`src/rtl/calc_sequencer_if.sv`:
```
// calc_sequencer_if: keypad, ALU and result-holder signals of the calculator sequencer.
interface calc_sequencer_if;
    logic       key_valid;
    logic [3:0] key_code;
    logic [7:0] alu_result;
    logic [7:0] opnd_a;
    logic [7:0] opnd_b;
    logic [1:0] alu_op;
    logic [2:0] sel;
    logic       busy;
    logic       overflow;
    logic [7:0] disp;

    modport master (
        output key_valid, key_code, alu_result,
        input  opnd_a, opnd_b, alu_op, sel, busy, overflow, disp
    );

    modport slave (
        input  key_valid, key_code, alu_result,
        output opnd_a, opnd_b, alu_op, sel, busy, overflow, disp
    );
endinterface

```
`src/rtl/calc_sequencer.sv`:
```
// calc_sequencer: keypad-driven operand/opcode sequencer driving the ALU and result-holder select.
// Optional macro CALC_CHAIN_EN: an op key in SHOW chains the last result into operand A.
module calc_sequencer #(
    parameter int SETTLE_CYCLES = 2,
    parameter int HOLD_CYCLES   = 3
) (
    input logic clock,
    input logic reset_n,
    calc_sequencer_if.slave bus
);
    typedef enum logic [2:0] {IDLE, ENTER_A, ENTER_B, EXEC, CAPTURE, SHOW, CLEAR} state_t;

    state_t     st;
    logic [7:0] a, b, disp, cnt;
    logic [1:0] op;
    logic [2:0] sel;
    logic       busy, ovf, b_dig;
    logic [3:0] d, opc;
    logic       is_dig, is_op, is_eq, is_clr, ov;
    logic [11:0] acc;
    logic [7:0] sat;

    always_comb begin
        d      = bus.key_code;
        opc    = d - 4'd10;
        is_dig = bus.key_valid && d < 4'd10;
        is_op  = bus.key_valid && d >= 4'd10 && d <= 4'd13;
        is_eq  = bus.key_valid && d == 4'd14;
        is_clr = bus.key_valid && d == 4'd15;
        acc    = {4'd0, st == ENTER_B ? b : a} * 12'd10 + {8'd0, d};
        ov     = acc > 12'd255;
        sat    = ov ? 8'hff : acc[7:0];
    end

    always_ff @(posedge clock) begin
        if (!reset_n) begin
            st    <= IDLE;
            a     <= '0;
            b     <= '0;
            op    <= '0;
            disp  <= '0;
            sel   <= 3'b000;
            busy  <= 1'b0;
            ovf   <= 1'b0;
            b_dig <= 1'b0;
            cnt   <= '0;
        end else if (is_clr) begin
            st    <= CLEAR;
            a     <= '0;
            b     <= '0;
            op    <= '0;
            disp  <= '0;
            sel   <= 3'b100;
            busy  <= 1'b1;
            ovf   <= 1'b0;
            b_dig <= 1'b0;
            cnt   <= '0;
        end else begin
            case (st)
                IDLE: if (is_dig) begin
                    a    <= {4'd0, d};
                    disp <= {4'd0, d};
                    st   <= ENTER_A;
                end
                ENTER_A: if (is_dig) begin
                    a    <= sat;
                    disp <= sat;
                    ovf  <= ovf | ov;
                end else if (is_op) begin
                    op    <= opc[1:0];
                    b     <= '0;
                    disp  <= '0;
                    b_dig <= 1'b0;
                    st    <= ENTER_B;
                end
                // the operator may be changed only until the first digit of B
                ENTER_B: if (is_dig) begin
                    b     <= sat;
                    disp  <= sat;
                    ovf   <= ovf | ov;
                    b_dig <= 1'b1;
                end else if (is_op && !b_dig) begin
                    op <= opc[1:0];
                end else if (is_eq) begin
                    busy <= 1'b1;
                    cnt  <= '0;
                    st   <= EXEC;
                end
                EXEC: if (cnt == 8'(SETTLE_CYCLES - 1)) begin
                    sel <= 3'b011;
                    cnt <= '0;
                    st  <= CAPTURE;
                end else begin
                    cnt <= cnt + 8'd1;
                end
                CAPTURE: if (cnt == 8'(HOLD_CYCLES - 1)) begin
                    disp <= bus.alu_result;
                    sel  <= 3'b000;
                    busy <= 1'b0;
                    st   <= SHOW;
                end else begin
                    cnt <= cnt + 8'd1;
                end
                SHOW: if (is_dig) begin
                    a    <= {4'd0, d};
                    disp <= {4'd0, d};
                    ovf  <= 1'b0;
                    st   <= ENTER_A;
                end
`ifdef CALC_CHAIN_EN
                else if (is_op) begin
                    a     <= disp;
                    op    <= opc[1:0];
                    b     <= '0;
                    disp  <= '0;
                    b_dig <= 1'b0;
                    st    <= ENTER_B;
                end
`else
                else begin
                    st <= SHOW;
                end
`endif
                CLEAR: begin
                    sel  <= 3'b000;
                    busy <= 1'b0;
                    st   <= IDLE;
                end
                default: st <= IDLE;
            endcase
        end
    end

    assign bus.opnd_a   = a;
    assign bus.opnd_b   = b;
    assign bus.alu_op   = op;
    assign bus.sel      = sel;
    assign bus.busy     = busy;
    assign bus.overflow = ovf;
    assign bus.disp     = disp;
endmodule

```
`src/flat_wrapper.sv`:
```
// flat-port wrapper written by rule: the top's interface ports become plain ports
module calc_sequencer_flat 
#(
    parameter int SETTLE_CYCLES = 2,
    parameter int HOLD_CYCLES   = 3
)
  (clock, reset_n, bus_key_valid, bus_key_code, bus_alu_result, bus_opnd_a, bus_opnd_b, bus_alu_op, bus_sel, bus_busy, bus_overflow, bus_disp);
  calc_sequencer_if bus_i ();
  input logic clock;
  input logic reset_n;
  input wire logic [$bits(bus_i.key_valid)-1:0] bus_key_valid;
  input wire logic [$bits(bus_i.key_code)-1:0] bus_key_code;
  input wire logic [$bits(bus_i.alu_result)-1:0] bus_alu_result;
  output wire logic [$bits(bus_i.opnd_a)-1:0] bus_opnd_a;
  output wire logic [$bits(bus_i.opnd_b)-1:0] bus_opnd_b;
  output wire logic [$bits(bus_i.alu_op)-1:0] bus_alu_op;
  output wire logic [$bits(bus_i.sel)-1:0] bus_sel;
  output wire logic [$bits(bus_i.busy)-1:0] bus_busy;
  output wire logic [$bits(bus_i.overflow)-1:0] bus_overflow;
  output wire logic [$bits(bus_i.disp)-1:0] bus_disp;
  assign bus_i.key_valid = bus_key_valid;
  assign bus_i.key_code = bus_key_code;
  assign bus_i.alu_result = bus_alu_result;
  assign bus_opnd_a = bus_i.opnd_a;
  assign bus_opnd_b = bus_i.opnd_b;
  assign bus_alu_op = bus_i.alu_op;
  assign bus_sel = bus_i.sel;
  assign bus_busy = bus_i.busy;
  assign bus_overflow = bus_i.overflow;
  assign bus_disp = bus_i.disp;
  calc_sequencer #(.SETTLE_CYCLES(SETTLE_CYCLES), .HOLD_CYCLES(HOLD_CYCLES)) u_core (.clock(clock), .reset_n(reset_n), .bus(bus_i));
endmodule
```
`config.mk`:
```
export PLATFORM = sky130hd
export DESIGN_NAME = calc_sequencer_flat
export DESIGN_NICKNAME = d
export VERILOG_FILES = /design/src/rtl/calc_sequencer_if.sv /design/src/rtl/calc_sequencer.sv /design/src/flat_wrapper.sv
export SDC_FILE = /design/constraint.sdc
export NUM_CORES = 1
export LEC_CHECK = 0
export ABC_AREA = 1
export BUFFER_PORTS_ARGS = -buffer_cell sky130_fd_sc_hd__buf_4
export CAP_MARGIN = 15
export CORE_ASPECT_RATIO = 1.5
export CORE_MARGIN = 3
export CORE_UTILIZATION = 30
export DETAILED_ROUTE_END_ITERATION = 7
export PLACE_DENSITY = 0.52
export RECOVER_POWER = 100
export SYNTH_ARGS = -nofsm -noshare
export SYNTH_HDL_FRONTEND = slang
export SYNTH_SLANG_ARGS = --single-unit
```
`constraint.sdc`:
```
create_clock -name clock -period 3.9 [get_ports clock]
set_input_delay 0.39 -clock clock [delete_from_list [all_inputs] [get_ports clock]]
set_output_delay 0.39 -clock clock [all_outputs]
set_load 0.1 [all_outputs]
```
; Word-level counts from Yosys, hierarchy flattened
; Cells that the tools add are included.
[totals]
register_bits = 43
latch_bits = 0
ramBits = 0
romBits = 0
input_bits = 15
out_inout_bits = 31
elab_cells = 136
mem_count = 0
[classes]
add_sub_neg = 3
multipliers = 1
div_mod_pow = 0
magnitude_cmp = 4
n_eq_ne = 34
n_shift = 0
n_mux = 50
bitwise = 2
reduce_logical = 30
[op_table]
columns = cell, count
row1 = $mux W8, 13
row2 = $mux W3, 13
row3 = $pmux W8 S2, 2
row4 = $pmux W8 S4, 1
row5 = $pmux W8 S3, 1
row6 = $ne A2 B1 Y1 const B, 10
row7 = $reduce_and A5 Y1, 4
row8 = $ne A3 B1 Y1 const B, 6
row9 = $pmux W3 S6, 1
row10 = $reduce_and A8 Y1, 2
row11 = $add A12 B4 Y12, 1
row12 = $gt A12 B8 Y1 const B, 1
row13 = $reduce_and A3 Y1, 4
row14 = $reduce_bool A4 Y1, 3
row15 = $mul A8 B3 Y11 const B, 1
row16 = $mux W1, 10
row17 = $ne A2 B2 Y1 const B, 5
row18 = $eq A3 B3 Y1 const B, 3
row19 = $pmux W3 S3, 1
row20 = $add A8 B1 Y8 const B, 1
row21 = $eq A4 B4 Y1 const B, 2
row22 = $eq A8 B1 Y1 const B, 1
row23 = $eq A8 B2 Y1 const B, 1
row24 = $mux W2, 4
row25 = 20 further kinds, 33

; Logic depth before layout (Yosys ltp)
; Gate-level depths: netlist (run 1).
[logic_depth]
word_depth = 8
ltp_mapped = 27
ltp_nobuf = 25

; Least setup slack after synthesis (run 1)
; OpenSTA, ideal clock, no wires.
[synth_path]
kind = register to register
from = register u_core.st[0]
to = register u_core.disp[3], in the netlist u_core.bus.disp[3]
setup_time_ns = 0.119
arrival_time_ns = 3.629
t_required_ns = 3.781
setup_slack_ns = 0.151
path_stages_with_launch = 24
n_path_buf = 2
synth_period_minus_slack_ns = 3.749
path_cell_list = dfxtp_1 nor2_2 nand2_4 buf_2 clkinv_1 clkbuf_1 nand2_1 nand2_1 ha_1 ha_1 inv_1 fa_1 nor2_1 nand3_1 a21oi_1 nand3_1 nand2_1 nand3_1 nor2_8 nand3_2 nand2_1 nand2_1 nor2_1 nor2_1
[synth_via]
elab_chain_cells = 8
word_cells_on_any_way = 20
cone_classes = 1 x add/sub / 1 x mul / 1 x order compare / 8 x eq/ne / 5 x mux / 4 x reduce/logical
[synth_lines]
columns = item, line
row1 = from (decl), calc_sequencer.sv:13  ; state_t st;
row2 = from (signal assigned), calc_sequencer.sv:37  ; st <= IDLE;
row3 = from (signal assigned), calc_sequencer.sv:48  ; st <= CLEAR;
row4 = from (signal assigned), calc_sequencer.sv:63  ; st <= ENTER_A;
row5 = $eq A3 B2 Y1, "calc_sequencer.sv:30, calc_sequencer.sv:59"
row6 = $mux W8, calc_sequencer.sv:30  ; acc = {4'd0, st == ENTER_B ? b : a} * 12'd10 + {8'd0, d};
row7 = $mul A8 B3 Y11, calc_sequencer.sv:30
row8 = $add A12 B4 Y12, calc_sequencer.sv:30
row9 = $gt A12 B8 Y1, calc_sequencer.sv:31  ; ov = acc > 12'd255;
row10 = $mux W8, calc_sequencer.sv:32  ; sat = ov ? 8'hff : acc[7:0];
row11 = $mux W8 (on tied branches), "calc_sequencer.sv:77, calc_sequencer.sv:65"
row12 = $pmux W8 S4, calc_sequencer.sv:59  ; case (st)
row13 = to (signal assigned), calc_sequencer.sv:62  ; disp <= {4'd0, d};
row14 = to (signal assigned), calc_sequencer.sv:67  ; disp <= sat;
row15 = to (signal assigned), calc_sequencer.sv:79  ; disp <= sat;
row16 = to (decl), calc_sequencer.sv:14  ; logic [7:0] a, b, disp, cnt;
; Several ways; a longest one is shown, not always the timed one. The select of a mux whose other input is x is not followed.
; A chain may end at the register's enable or synchronous reset.

; Worst setup path in the final report (run 1)
[layout_path]
from = register u_core.st[0]
to = register u_core.disp[2], in the netlist u_core.bus.disp[2]
; Same word-level chain as after synthesis.

==> flow_summary.ini, run 1 <==
[timing]
setup_viol = 0
rsz0062_at_grt = no
setup_slack_ps = 360.3
skew_ps = 8.184
max_freq_ghz = 0.2825
worst_slew_pin_slew_ps = 1190
fin_crit_sh = 0.9076
max-slew-margin-rel = 0.2100
hold_violations = 0
slew_violations = 0
fin_hold_ws_ps = 314.4
fin_crit_ps = 3540
tns_ps = 0

[detailed_routing]
ant_nets = 0
firstDrtPassIters = 4
via_per_inst = 4.839
route.vias.total = 2937
wl_per_cell_um = 14.38
drc_errors = 0
drtIter0Drc = 138
wirelength_um = 8731

[worst_setup_path]
rr_worst_depth = 21
worstPathCellList = nor2_2 -> nand2_4 -> clkinvlp_4 -> nand2_1 -> nand2_1 -> ha_1 -> ha_1 -> inv_1 -> fa_1 -> nor2_1 -> nand3_1 -> a21oi_1 -> nand3_1 -> nand2_1 -> nand3_2 -> nor2_8 -> nand3_2 -> nand2_1 -> nand2_1 -> nor2_1 -> nor2_1
timing.rr.start = u_core.st[0]
cpPeakStageDelay_ps = 430
cp_slowest_cell = fa_1
critPathMaxFanout = 14
crit_top_cell = nand2_1
crit_type = reg2reg
end_kind = register
required_ps = 4080
regToRegSetupSlack_ps = 360
start_kind = register
arrival_ps = 3720
worstReg2RegEnd = u_core.bus.disp[2]

[global_route]
antenna_found_initial = 0
track_usage = 0.1652
grt_start_max_net_pins = 27
grt-ovfl-total = 0
grt_pass1_wl_um = 14210
first_global_vias = 3029

[clocking]
clk_pin_slew_worst_paths_ps = 60
cts.htree.levels = 2
worstSkewPairLatency_ps = 290
cts_buffers = 5
clock-sinks = 42
cts_root_buf = clkbuf_16
cts.path.max_buffers = 2
tritoncts = yes

[place]
gp_congestion = 0.8921
portBuffers = 45
place_ws_ps = 202.2
dpl.hpwl_um = 7065

[logic_synthesis]
synth-seq-cells = 42
ys.warnings.count = 0
synthesis.area_sq_um = 2907
synth_edf_count = 0
yosysUniqueCellTypes = 35
synth_cells = 444
synth-main-ff-cell = dfxtp_1
synth_nets = 479
async_reset_ff_frac = 0
syn_area_per_cell_sq_um = 6.546
yosysSeqAreaShare = 0.2893

[die]
die_w_um = 86.37
initial_core_util = 0.3105
io_pins = 46
fp.dieArea_sq_um = 10930
coreArea_sq_um = 9361
fp.dieH_um = 126.6
num_rows = 43

[power]
p_leak_nw = 1.622
peakVddDrop_mv = 0.4795
p_total_mw = 3.215
powerDensity_nw_per_um2 = 951.8

[status]
status = complete, no violations

[finish]
n_fill_cell = 1070
diodes = 0
multi_input_area_sq_um = 1794
register_area_sq_um = 843.3
fin_nets = 529
drive_gt1_frac = 0.1051
syn_to_final_growth_pct = 16.23

[run]
maxCapViolations = 0

[min_path]
min_to = u_core.st[1]
hold_class = in2reg
hold_depth = 3
worst_hold_startpoint = reset_n
-- cells by family (layout without fill, tap and decap cells) --
family	Yosys count	count (layout)	share of synthesized area
simple gates	233	234	0.3650
flops	42	42	0.2893
compound gates	81	81	0.1515
xor+xnor	7	7	0.02109
buf+inv	61	111	0.08179
fa+ha+maj	20	20	0.09126
-- per-stage QoR --
step | instance area [sq um] | std cells | utilization
6_report | 3378 | 607 | 0.3609
5_1_grt | 3378 | 607 | 0.3609
4_1_cts | 3511 | 604 | 0.3750
3_5_place_dp | 3368 | 596 | 0.3598
3_3_place_gp | 3368 | 596 | 0.3598
2_1_floorplan | 2907 | 444 | -
-- placed cells by master (no fill, tap or decap), types with 4 or more instances in the layout --
cell type and n:
a21oi_1 39, inv_1 44, nor3_1 7, nand3_1 21
clkbuf_16 5, nand2_2 4, dfxtp_1 40, clkinv_1 4
inv_2 4, ha_1 18, clkbuf_1 33, nor2_1 58
xnor2_1 4, nand3_2 6, o21ai_1 4, nand2_1 122
buf_4 18, o21ai_0 31
-- state kept, by name, summed over array words and instances, names as in the netlist --
register             flops
u_core.bus.opnd_b        8
u_core.bus.disp          8
u_core.bus.busy          1
u_core.bus.overflow      1
u_core.bus.alu_op        2
u_core.cnt               8
u_core.bus.opnd_a        8
u_core.st                3
u_core.bus.sel           2
u_core.b_dig             1
-- report_power, final --
part	switching (mW)	internal (mW)	leakage [nW]
Combinational	1.67	0.460	1.21
Clock	0.168	0.237	0.0708
Sequential	0.116	0.561	0.344
Total	1.96	1.26	1.62
-- worst max-delay path, delay by kind of cell, from the launching register on --
family          cells  cell delay [ps]
simple gates       15             1790
fa+ha+maj           3              910
flops               1              320
buf+inv             2              210
compound gates      1              190
-- cells in the mapped netlist (4+ instances only) --
library cell,count,area (sq um)
a21oi_1,39,195.2
xnor2_1,4,35.03
ha_1,18,225.2
nor2_1,55,206.5
inv_1,41,153.9
nand3_1,19,95.09
nand3_2,8,80.08
inv_2,9,33.78
o21ai_1,7,35.03
dfxtp_1,42,840.8
nand2_1,122,457.9
buf_2,4,20.02
nand2_2,5,31.28
nor3_1,7,35.03
o21ai_0,28,140.1
-- layout make-up --
class / instances / share of cell area
timing repair buffer: 50 / 0.07556
inverter: 53 / 0.06000
sequential: 42 / 0.2496
tap: 112 / 0.04148
multi-input combinational: 342 / 0.5311
clock inverter: 2 / 0.004074
clock buffer: 6 / 0.03815
-- what timing repair did --
action,4_1_cts,5_1_grt
setup buffers,0,2
resized for setup,0,5
setup endpoints to repair,0,25
hold buffers,0,0
-- worst max-delay path by stage --
stage	startpoint	endpoint	slack, ps	cells after the start
after floorplan	u_core.st[0]	u_core.bus.disp[3]	150	23
after global placement	u_core.st[1]	u_core.bus.disp[3]	280	20
after detailed placement	u_core.st[1]	u_core.bus.disp[3]	200	20
after CTS	u_core.st[2]	u_core.bus.disp[3]	200	21
after global routing	u_core.st[2]	u_core.bus.disp[1]	20	21
final	u_core.st[0]	u_core.bus.disp[2]	360	21
-- per-layer routing --
metal  vias to the layer above  track usage  routed length (um)
met5                         -            0                   0
li1                       1525            -                   -
met1                      1343       0.1688                3356
met4                         0      0.06606                 249
met2                        56       0.3219                4833
met3                        13      0.02599                 291
No activity file was read; power rests on OpenSTA's default activity.
==> run 2: changes to the inputs <==
Settings changed: ABC_AREA 1 to default, CORE_UTILIZATION 30 to 51, PLACE_DENSITY 0.52 to 0.79.
==> run 2 against run 1 <==
Register-to-register slack got worse by 180 ps. Critical path depth decreased by 7. Combinational power decreased by 68%. Global-route usage increased by 7.7 points. Area after synthesis decreased by 1.1%. Cell area decreased by 4.4%. Sequential cell count unchanged. Critical endpoint is now u_core.bus.opnd_a[3]. Largest cell class unchanged. Largest power group unchanged.
==> flow_summary.ini, run 2 <==
[timing]
tns_ps = 0
setup_viol = 0
slew_violations = 0
skew_ps = 8.029
fin_hold_ws_ps = 369.7
fin_crit_ps = 3715
max_freq_ghz = 0.2692
fin_crit_sh = 0.9525
max-slew-margin-rel = 0.2097
setup_slack_ps = 185.1
hold_violations = 0
worst_slew_pin_slew_ps = 1191

[clocking]
postCtsHoldBufs = 0
clk_pin_slew_worst_paths_ps = 80
clock-sinks = 42
cts.path.max_buffers = 2
cts.htree.levels = 2
cts_root_buf = clkbuf_8
worstSkewPairLatency_ps = 300
cts_buffers = 5
tritoncts = yes

[detailed_routing]
drc_errors = 0
ant_nets = 0
via_per_inst = 6.231
wirelength_um = 7748
drtIter0Drc = 184
route.vias.total = 2748
wl_per_cell_um = 17.57
firstDrtPassIters = 6

[status]
status = complete, no violations

[die]
io_pins = 46
fp.dieH_um = 97.96
die_w_um = 67.31
fp.dieArea_sq_um = 6593
initial_core_util = 0.5440
coreArea_sq_um = 5285
num_rows = 32

[logic_synthesis]
synth_nets = 365
syn_area_per_cell_sq_um = 8.713
synthesis.area_sq_um = 2875
synth_cells = 330
synth-seq-cells = 42
yosysUniqueCellTypes = 66
ys.warnings.count = 0
yosys.area.top_type = dfxtp_1
yosysSeqAreaShare = 0.2924
yosys.area.top_type_share = 0.2924
synthTopCellsByArea = dfxtp_1 29%, ha_1 7.8%, o21ai_0 4.0%, a21oi_1 3.7%, xnor2_1 3.4%
yosysMostFrequentCell = dfxtp_1
async_reset_ff_frac = 0
synth_common_cells = 42 x dfxtp_1, 23 x nor2_1, 23 x o21ai_0, 22 x nand2_1, 21 x a21oi_1
synth-main-ff-cell = dfxtp_1
synth_edf_count = 0

[power]
p_leak_nw = 1.278
powerDensity_nw_per_um2 = 471.4
p_total_mw = 1.522
peakVddDrop_mv = 0.2146

[finish]
utilization = 0.6110
syn_to_final_growth_pct = 12.32
diodes = 0
final_common_cell = dfxtp_1
n_fill_cell = 504
final_cell_mix = 42 x dfxtp_1, 34 x clkbuf_1, 23 x a21oi_1, 23 x o21ai_0, 23 x nor2_1
multi_input_area_sq_um = 1901
finalNonFillerCells = 441
register_area_sq_um = 840.8
fin_nets = 407
drive_gt1_frac = 0.1233
finalInstanceArea_sq_um = 3229

[worst_setup_path]
crit_type = reg2reg
cp_num_cells = 14
end_kind = register
cp_top_family = adder cells
crit_buf_inv = 3
worstPathCellList = nor3b_2 -> buf_4 -> mux2_2 -> ha_1 -> ha_1 -> inv_1 -> fa_1 -> nand2b_1 -> a21oi_1 -> xor2_1 -> nand4_1 -> a21oi_2 -> buf_4 -> a41oi_1
arrival_ps = 3880
rr_worst_depth = 14
start_kind = register
required_ps = 4060
cpPeakStageDelay_ps = 400
cp_slowest_cell = fa_1
critPathMaxFanout = 12

[place]
post_dp_cell_area_sq_um = 3251
dpl.hpwl_um = 5912
place_ws_ps = 224.1
portBuffers = 45
place_inst = 432
gp_congestion = 0.8822

[global_route]
grt_pass1_wl_um = 12380
grt-ovfl-total = 0
first_global_vias = 2623
grt_start_max_net_pins = 23
antenna_found_initial = 0
track_usage = 0.2421

[run]
maxCapViolations = 0

[min_path]
hold_class = in2reg
hold_depth = 2
==> run 2: layer usage <==
layer | track usage | wire length (um) | vias to the layer above
li1 | - | - | 1323
met1 | 0.2663 | 2923 | 1318
met2 | 0.4409 | 4228 | 87
met3 | 0.04028 | 403 | 20
met4 | 0.09844 | 192 | 0
met5 | 0 | 0 | -
==> run 2: cell type report <==
cell class / count / area share
multi-input combinational: 264 / 0.5885
sequential: 42 / 0.2604
timing repair buffer: 52 / 0.08369
tap: 68 / 0.02635
clock buffer: 7 / 0.02363
clock inverter: 1 / 0.009299
inverter: 7 / 0.008136
==> run 2: power by group <==
group          leakage [nW]  total, mW  internal [mW]  switching (mW)
Clock                0.0524      0.343          0.192           0.152
Sequential            0.341      0.489          0.464          0.0251
Combinational         0.885      0.689          0.192           0.497
==> run 2: worst paths after layout <==
| kind | start | end | slack (ps) |
|---|---|---|---|
| setup reg to reg | u_core.st[0] | u_core.bus.opnd_a[3] | 190 |
| hold reg to reg | u_core.bus.busy | u_core.bus.busy | 480 |
| hold / removal | bus_key_code[1] | u_core.bus.alu_op[1] | 370 |
| setup / recovery | u_core.st[0] | u_core.bus.opnd_a[3] | 190 |
==> run 2: logic make-up (layout without fill, tap and decap cells) <==
family,Yosys count,count (layout),synth area share
compound gates,111,111,0.2729
simple gates,108,108,0.2119
flops,42,42,0.2924
buf+inv,24,67,0.04134
fa+ha+maj,20,20,0.09226
xor+xnor,15,15,0.05091
mux,10,10,0.03830
==> run 2: repair_timing <==
| action | 4_1_cts | 5_1_grt |
|---|---|---|
| endpoints found under the setup margin | 0 | 9 |
| resized for setup | 0 | 1 |
| setup buffers | 0 | 1 |
